### config.mk
export PLATFORM = sky130hd
export DESIGN_NAME = halton_batch_sched
export DESIGN_NICKNAME = d
export VERILOG_FILES = /design/src/rtl/halton_batch_sched.sv
export SDC_FILE = /design/constraint.sdc
export NUM_CORES = 1
export LEC_CHECK = 0
export BUFFER_PORTS_ARGS = -buffer_cell sky130_fd_sc_hd__buf_4
export CAP_MARGIN = 10
export CORE_ASPECT_RATIO = 1.5
export CORE_MARGIN = 3
export CORE_UTILIZATION = 57
export CTS_BUF_LIST = sky130_fd_sc_hd__clkbuf_16
export DETAILED_ROUTE_END_ITERATION = 8
export PLACE_DENSITY = 0.88
export SYNTH_ARGS = -nofsm -noshare
export SYNTH_HDL_FRONTEND = slang
export SYNTH_SLANG_ARGS = --single-unit
### constraint.sdc
create_clock -name clk -period 5 [get_ports clk]
set_input_delay 0.5 -clock clk [delete_from_list [all_inputs] [get_ports clk]]
set_output_delay 0.5 -clock clk [all_outputs]
set_load 0.01 [all_outputs]
### src/rtl/halton_batch_sched.sv
// Batch scheduler that feeds consecutive indices to a Halton engine and streams the results out of a small FIFO.
// Optional cycle counter on perf_cycles when HALTON_SCHED_PERF_EN is defined; otherwise perf_cycles is tied to 0.
module halton_batch_sched #(
    parameter int FIFO_DEPTH = 4,
    parameter int CNT_W      = 16
) (
    input  logic             clk,
    input  logic             rst_n,
    input  logic [31:0]      cfg_k_start,
    input  logic [CNT_W-1:0] cfg_count,
    input  logic [1:0]       cfg_base0_sel,
    input  logic [1:0]       cfg_base1_sel,
    input  logic             go,
    input  logic             abort,
    output logic             busy,
    output logic             batch_done,
    output logic             cfg_err,
    output logic             eng_start,
    output logic [31:0]      eng_k,
    output logic [1:0]       eng_base0_sel,
    output logic [1:0]       eng_base1_sel,
    input  logic [31:0]      eng_result_x,
    input  logic [31:0]      eng_result_y,
    input  logic             eng_done,
    input  logic             eng_ready,
    output logic             out_valid,
    input  logic             out_ready,
    output logic [31:0]      out_x,
    output logic [31:0]      out_y,
    output logic [31:0]      out_k,
    output logic             out_last,
    output logic [31:0]      perf_cycles
);

    localparam int PTR_W = (FIFO_DEPTH > 1) ? $clog2(FIFO_DEPTH) : 1;
    localparam logic [PTR_W:0] FULL_OCC = (PTR_W + 1)'(FIFO_DEPTH);
    localparam logic [PTR_W:0] ONE_OCC  = (PTR_W + 1)'(1);

    typedef enum logic [2:0] {IDLE, ISSUE, WAIT_DONE, DRAIN, ABORT_WAIT} state_t;
    state_t state, next_state;

    logic [CNT_W-1:0] remaining;
    logic [31:0]      fifo_x [FIFO_DEPTH];
    logic [31:0]      fifo_y [FIFO_DEPTH];
    logic [31:0]      fifo_k [FIFO_DEPTH];
    logic             fifo_last [FIFO_DEPTH];
    logic [PTR_W-1:0] wr_ptr, rd_ptr;
    logic [PTR_W:0]   occ;

    logic sel_illegal, is_last, pop, push, flush;
    logic latch_cfg, advance, start_set, done_set, err_set, err_clr;

    assign sel_illegal = (cfg_base0_sel == 2'b11) || (cfg_base1_sel == 2'b11);
    assign is_last     = (remaining == CNT_W'(1));
    assign out_valid   = (occ != '0);
    assign pop         = out_valid && out_ready;
    assign busy        = (state != IDLE);

    always_ff @(posedge clk or negedge rst_n) begin
        if (!rst_n) state <= IDLE;
        else        state <= next_state;
    end

    always_comb begin
        next_state = state;
        latch_cfg  = 1'b0;
        advance    = 1'b0;
        start_set  = 1'b0;
        done_set   = 1'b0;
        err_set    = 1'b0;
        err_clr    = 1'b0;
        push       = 1'b0;
        flush      = 1'b0;
        case (state)
            IDLE: begin
                if (go) begin
                    if (sel_illegal) begin
                        err_set = 1'b1;
                    end else if (cfg_count == '0) begin
                        done_set = 1'b1;
                    end else begin
                        err_clr    = 1'b1;
                        latch_cfg  = 1'b1;
                        next_state = ISSUE;
                    end
                end
            end
            ISSUE: begin
                if (abort) begin
                    flush      = 1'b1;
                    next_state = IDLE;
                end else if (eng_ready && (occ != FULL_OCC)) begin
                    start_set  = 1'b1;
                    next_state = WAIT_DONE;
                end
            end
            WAIT_DONE: begin
                // An abort coinciding with eng_done discards the result; nothing is left in flight.
                if (abort) begin
                    if (eng_done) begin
                        flush      = 1'b1;
                        next_state = IDLE;
                    end else begin
                        next_state = ABORT_WAIT;
                    end
                end else if (eng_done) begin
                    push = 1'b1;
                    if (is_last) begin
                        next_state = DRAIN;
                    end else begin
                        advance    = 1'b1;
                        next_state = ISSUE;
                    end
                end
            end
            DRAIN: begin
                if (abort) begin
                    flush      = 1'b1;
                    next_state = IDLE;
                end else if (!out_valid || (occ == ONE_OCC && pop)) begin
                    done_set   = 1'b1;
                    next_state = IDLE;
                end
            end
            ABORT_WAIT: begin
                if (eng_done) begin
                    flush      = 1'b1;
                    next_state = IDLE;
                end
            end
            default: next_state = IDLE;
        endcase
    end

    always_ff @(posedge clk or negedge rst_n) begin
        if (!rst_n) begin
            eng_k         <= '0;
            eng_base0_sel <= '0;
            eng_base1_sel <= '0;
            remaining     <= '0;
            eng_start     <= 1'b0;
            batch_done    <= 1'b0;
            cfg_err       <= 1'b0;
            wr_ptr        <= '0;
            rd_ptr        <= '0;
            occ           <= '0;
        end else begin
            eng_start  <= start_set;
            batch_done <= done_set;
            if (err_set)      cfg_err <= 1'b1;
            else if (err_clr) cfg_err <= 1'b0;
            if (latch_cfg) begin
                eng_k         <= cfg_k_start;
                eng_base0_sel <= cfg_base0_sel;
                eng_base1_sel <= cfg_base1_sel;
                remaining     <= cfg_count;
            end else if (advance) begin
                eng_k     <= eng_k + 32'd1;
                remaining <= remaining - CNT_W'(1);
            end
            if (flush) begin
                wr_ptr <= '0;
                rd_ptr <= '0;
                occ    <= '0;
            end else begin
                if (push) wr_ptr <= wr_ptr + 1'b1;
                if (pop)  rd_ptr <= rd_ptr + 1'b1;
                if (push && !pop)      occ <= occ + 1'b1;
                else if (!push && pop) occ <= occ - 1'b1;
            end
        end
    end

    always_ff @(posedge clk) begin
        if (push) begin
            fifo_x[wr_ptr]    <= eng_result_x;
            fifo_y[wr_ptr]    <= eng_result_y;
            fifo_k[wr_ptr]    <= eng_k;
            fifo_last[wr_ptr] <= is_last;
        end
    end

    // Storage is not reset, so the head is masked to keep the outputs at 0 whenever empty.
    assign out_x    = out_valid ? fifo_x[rd_ptr]    : '0;
    assign out_y    = out_valid ? fifo_y[rd_ptr]    : '0;
    assign out_k    = out_valid ? fifo_k[rd_ptr]    : '0;
    assign out_last = out_valid ? fifo_last[rd_ptr] : 1'b0;

`ifdef HALTON_SCHED_PERF_EN
    logic [31:0] perf_q;

    always_ff @(posedge clk or negedge rst_n) begin
        if (!rst_n)                                  perf_q <= '0;
        else if (state == IDLE && go && !sel_illegal) perf_q <= '0;
        else if (busy || batch_done)                 perf_q <= perf_q + 32'd1;
    end

    assign perf_cycles = perf_q;
`else
    assign perf_cycles = '0;
`endif

endmodule

# == Word-level counts from Yosys, hierarchy flattened ==
# Memories as Yosys holds them, arrays and structs flattened.
# Index checks and enable logic that the tools add are counted.
# word_totals
register_bits,65
ramBits,388
in_bits,123
out_inout_bits,170
wordCells,116
n_memories,4
# mem_list
memory,words,word_bits,read_ports,rd_clocked_by_memory_dff,write_ports,line,text
fifo_k,4,32,1,0,1,45,logic [31:0] fifo_k [FIFO_DEPTH];
fifo_x,4,32,1,0,1,43,logic [31:0] fifo_x [FIFO_DEPTH];
fifo_y,4,32,1,0,1,44,logic [31:0] fifo_y [FIFO_DEPTH];
fifo_last,4,1,1,0,1,46,logic fifo_last [FIFO_DEPTH];
# classes
add_sub_neg,6
eq_ne,16
muxes,58
reduce_logical,21
# ops
operator,count
2-to-1 mux 32 bit,5
2-to-1 mux 3 bit,14
"adder 32 x 1 -> 32 bit, second input constant",1
2-to-1 mux 16 bit,2
2-to-1 mux 1 bit,29
"equality test 16 x 1 -> 1 bit, second input constant",1
zero test 16 bit,1
"subtractor 16 x 1 -> 16 bit, second input constant",1
one-hot mux 3 bit (5 select lines),1
"!= test 3 bit, second input constant",4
2-to-1 mux 2 bit,5
nonzero test 3 bit,3
"!= test 2 bit, second input constant",4
nonzero test 2 bit,4
AND reduction 7 bit,1
"equality test 3 x 1 -> 1 bit, second input constant",2
"equality test 3 x 2 -> 1 bit, second input constant",2
logical AND 1 bit,5
"adder 2 x 1 -> 2 bit, second input constant",2
"equality test 2 bit, second input constant",2
"adder 3 x 1 -> 3 bit, second input constant",1
"equality test 3 bit, second input constant",1
zero test 1 bit,3
zero test 3 bit,1
other kinds (5),6

# == Depth between registers and ports, before layout ==
# depth
word_depth,8
depth_mapped,9
ltp_nobuf,8

# == Worst setup path after synthesis ==
# Ideal clock, no wire load.
# synth_path
kind,input-to-reg
start,in abort
end,"mem fifo_k[1][0], enable pin"
setup_time_ps,467
t_arrival_ps,3690
path_slack_ps,844
cell_stages,4
cell_sequence,or3b_4 nor2_4 clkbuf_1 and2_1
# synth_via
elab_chain_len,4
# synth_rtl
element,line,text
from (decl),14,"input logic abort,"
2-to-1 mux 1 bit,99,if (abort) begin
2-to-1 mux 1 bit,74,case (state)
2-to-1 mux 1 bit,175,if (push) begin
2-to-1 mux 1 bit (implied by the code),178,fifo_k[wr_ptr] <= eng_k;
to (decl),45,
# No other way between the ends.

# == Worst setup path after layout ==
# layout_path
start,reg occ[0]
end,out out_k[23]
# layout_via
elab_chain_len,2
# layout_rtl
element,line,text
from (decl),48,logic [PTR_W:0] occ;
from (signal assigned),168,if (push && !pop) occ <= occ + 1'b1;
from (signal assigned),169,else if (!push && pop) occ <= occ - 1'b1;
nonzero test 3 bit,55,assign out_valid = (occ != '0);
2-to-1 mux 32 bit,186,assign out_k = out_valid ? fifo_k[rd_ptr] : '0;
to (decl),30,"output logic [31:0] out_k,"
# No other way between the ends.

==> results.json <==
{
  "cts.path.max_buffers": 3,
  "wire_per_inst_um": 23.5,
  "tightestPinTransition_ns": 1.16,
  "fin_worst_skew_ns": 0.0140,
  "cts.sinks": 453,
  "drcViolationCount": 0,
  "grt_use_total_pct": 23.7,
  "synth_edf_count": 388,
  "crit_top_cell": "buf_4",
  "initial_core_util_pct": 58.5,
  "die-area_mm2": 0.0353,
  "synth_seq_cells": 453,
  "core_region_area_mm2": 0.0321,
  "postCtsSetupRepairBufs": 0,
  "io_buffers": 260,
  "syn_area_mm2": 0.0188,
  "htree_levels": 2,
  "r2r-start": "state[1]$_DFFE_PN0P_",
  "cp.required_ns": 4.50,
  "nets": 1490,
  "gr-total-overflow": 0,
  "synth_cell_type_count": 64,
  "die_w_um": 154,
  "cts_made_buffers": 41,
  "setup_ws_ns": 1.47,
  "grt_max_degree": 98,
  "synth-main-ff-cell": "edfxtp_1",
  "syn_inst": 1094,
  "ir_drop_v": 0.000443,
  "rrSetupSlack_ns": 2.03,
  "finalWirelength_um": 42300,
  "outcome": "finished clean",
  "r2r_cells": 4,
  "grt_pass1_wl_um": 65000,
  "vias_per_cell": 6.12,
  "async_reset_ff_share_pct": 14.3,
  "fin_crit_ns": 3.53,
  "crit_type": "reg2out",
  "worstSetupStartpointType": "flop",
  "rsz0062_at_grt": "false",
  "dp_cells": 1723,
  "grt_pass1_vias": 11500,
  "drt-initial-drc-count": 878,
  "rows": 80,
  "cts-root-buf": "clkbuf_16",
  "hold_viol": 0,
  "slowest_stage": "inv_2",
  "layout-drive-gt1-share_pct": 32.5,
  "maxSlewViolCount": 0,
  "end_kind": "output port",
  "cts_resized": 0,
  "worstSkewPairLatency_ns": 0.54,
  "r2r-end": "fifo_x[3][24]$_DFFE_PP_",
  "clkTransAtPathRegs_ns": 0.07,
  "path_cells": "inv_1, ha_1, nor2b_1, inv_2, buf_4, and2_1, buf_4",
  "pre_cts_ws_ns": 1.90,
  "synth_area_per_cell_um2": 17.2,
  "final_common_cell": "edfxtp_1",
  "cts_tree": "yes",
  "io_pins": 293,
  "cts_hold_buf": 0,
  "instances_no_fill": 1800,
  "place_congestion": 0.970,
  "cap_violations": 0,
  "first_pass_iters": 5,
  "final_antenna_net_count": 0,
  "leakage_nw": 7.93,
  "timing.fmax_mhz": 283,
  "min_path_type": "in2async",
  "seq_area_frac_synth_pct": 70.6,
  "antenna_found_initial": 1,
  "area_growth_pct": 19.0,
  "vias": 11000,
  "crit_arrival_ns": 3.03,
  "worst-path-max-fanout": 55,
  "slew_headroom_pct": 22.6,
  "crit_path_max_incr_delay_ns": 0.57,
  "setup_viol": 0,
  "yosys_warnings": 0,
  "finalSetupTns_ns": 0,
  "final_cell_mix": "edfxtp_1 (388), buf_4 (270), mux4_2 (97), and2_1 (97), dfrtp_1 (63)",
  "place.detailed.hpwl_um": 26600,
  "powerDensity_mw_per_mm2": 536,
  "die_h_um": 228,
  "post-route-period-util_pct": 70.7
}
==> worst max-delay path: cells and delay by family (launching register included) <==
kind                       cells  cell delay (ns)
adders and majority gates      1             0.26
buffers and inverters          4             1.31
and+or+nand+nor                2             0.42
DFF                            1             0.43
==> worst max path at each step <==
stage          slack (ns)  depth (start not counted)          startpoint                       to
3_3_place_gp         1.94                          5               abort  fifo_x[3][26]$_DFFE_PP_
2_1_floorplan        0.84                          4               abort   fifo_k[1][0]$_DFFE_PP_
6_report             1.47                          7  occ[0]$_DFFE_PN0P_                out_k[23]
5_1_grt              1.24                          7  occ[0]$_DFFE_PN0P_                out_k[23]
3_5_place_dp         1.90                          5               abort  fifo_x[0][29]$_DFFE_PP_
4_1_cts              1.47                          7  occ[0]$_DFFE_PN0P_                out_k[23]
==> flip-flops by register name, indices dropped and copies added (netlist names) <==
| register | count |
|---|---|
| batch_done | 1 |
| cfg_err | 1 |
| eng_base0_sel | 2 |
| eng_base1_sel | 2 |
| eng_k | 32 |
| eng_start | 1 |
| fifo_k | 128 |
| fifo_last | 4 |
| fifo_x | 128 |
| fifo_y | 128 |
| occ | 3 |
| rd_ptr | 2 |
| remaining | 16 |
| state | 3 |
| wr_ptr | 2 |
==> kinds of logic after synthesis <==
| group | after synthesis | share of synthesized area [%] |
|---|---|---|
| flops | 453 | 70.6 |
| simple gates | 308 | 9.25 |
| compound gates | 110 | 4.24 |
| buf+inv | 101 | 2.92 |
| mux | 98 | 11.7 |
| xor+xnor | 12 | 0.559 |
| fa+ha+maj | 11 | 0.732 |
| other cells | 1 | 0.0199 |
==> synthesized netlist by cell type, drive strengths merged (8+ instances only) <==
library cell	number	share of area [%]
a31oi	8	0.27
nor4	15	0.65
nor3	19	0.51
dfrtp	65	8.6
buf	54	2.0
mux4	97	12
and2	101	3.4
a221o	17	0.90
o21ai	24	0.66
nor2	36	0.77
nand3	25	0.67
nand4	12	0.47
nand2	57	1.2
inv	17	0.34
or4	13	0.56
ha	11	0.73
xnor2	8	0.37
clkbuf	30	0.60
a21oi	11	0.29
edfxtp	388	62
==> final cells by class <==
| class | instances | area [um^2] |
|---|---|---|
| Multi-Input combinational cell | 571 | 5110 |
| Sequential cell | 453 | 13300 |
| Fill cell | 1975 | 9750 |
| Clock inverter | 31 | 210 |
| Tap cell | 410 | 513 |
| Timing Repair Buffer | 272 | 2070 |
| Inverter | 17 | 63.8 |
| Clock buffer | 45 | 1130 |
| Antenna cell | 1 | 2.50 |
==> per-layer routing <==
metal | track usage, % | up-vias | wire (um) | part of all wire [%]
li1 | - | 4792 | - | -
met1 | 28.6 | 5498 | 14800 | 35
met2 | 41.3 | 589 | 22400 | 53
met3 | 4.32 | 131 | 3040 | 7.2
met4 | 10.9 | 0 | 2060 | 4.9
met5 | 0 | - | 0 | 0
==> through the flow <==
| stage | hold slack (ns) | util (%) | instance area [um^2] | power, mW |
|---|---|---|---|---|
| 5_1_grt | 0.112 | 69.6 | 22400 | 12.5 |
| 3_3_place_gp | 0.465 | 65.5 | 21000 | 8.85 |
| 2_1_floorplan | 0.204 | - | 18900 | 7.24 |
| 3_5_place_dp | 0.464 | 65.5 | 21000 | 8.99 |
| 6_report | 0.0659 | 69.6 | 22400 | 12.0 |
| 4_1_cts | 0.0789 | 69.6 | 22400 | 12.1 |
==> power breakdown <==
part	total (mW)	internal [mW]	switching (mW)
Sequential	5.12	4.52	0.594
Combinational	3.82	1.97	1.85
Clock	3.07	1.73	1.33
Total	12.0	8.23	3.77
No activity file was read; power rests on OpenSTA's default activity.
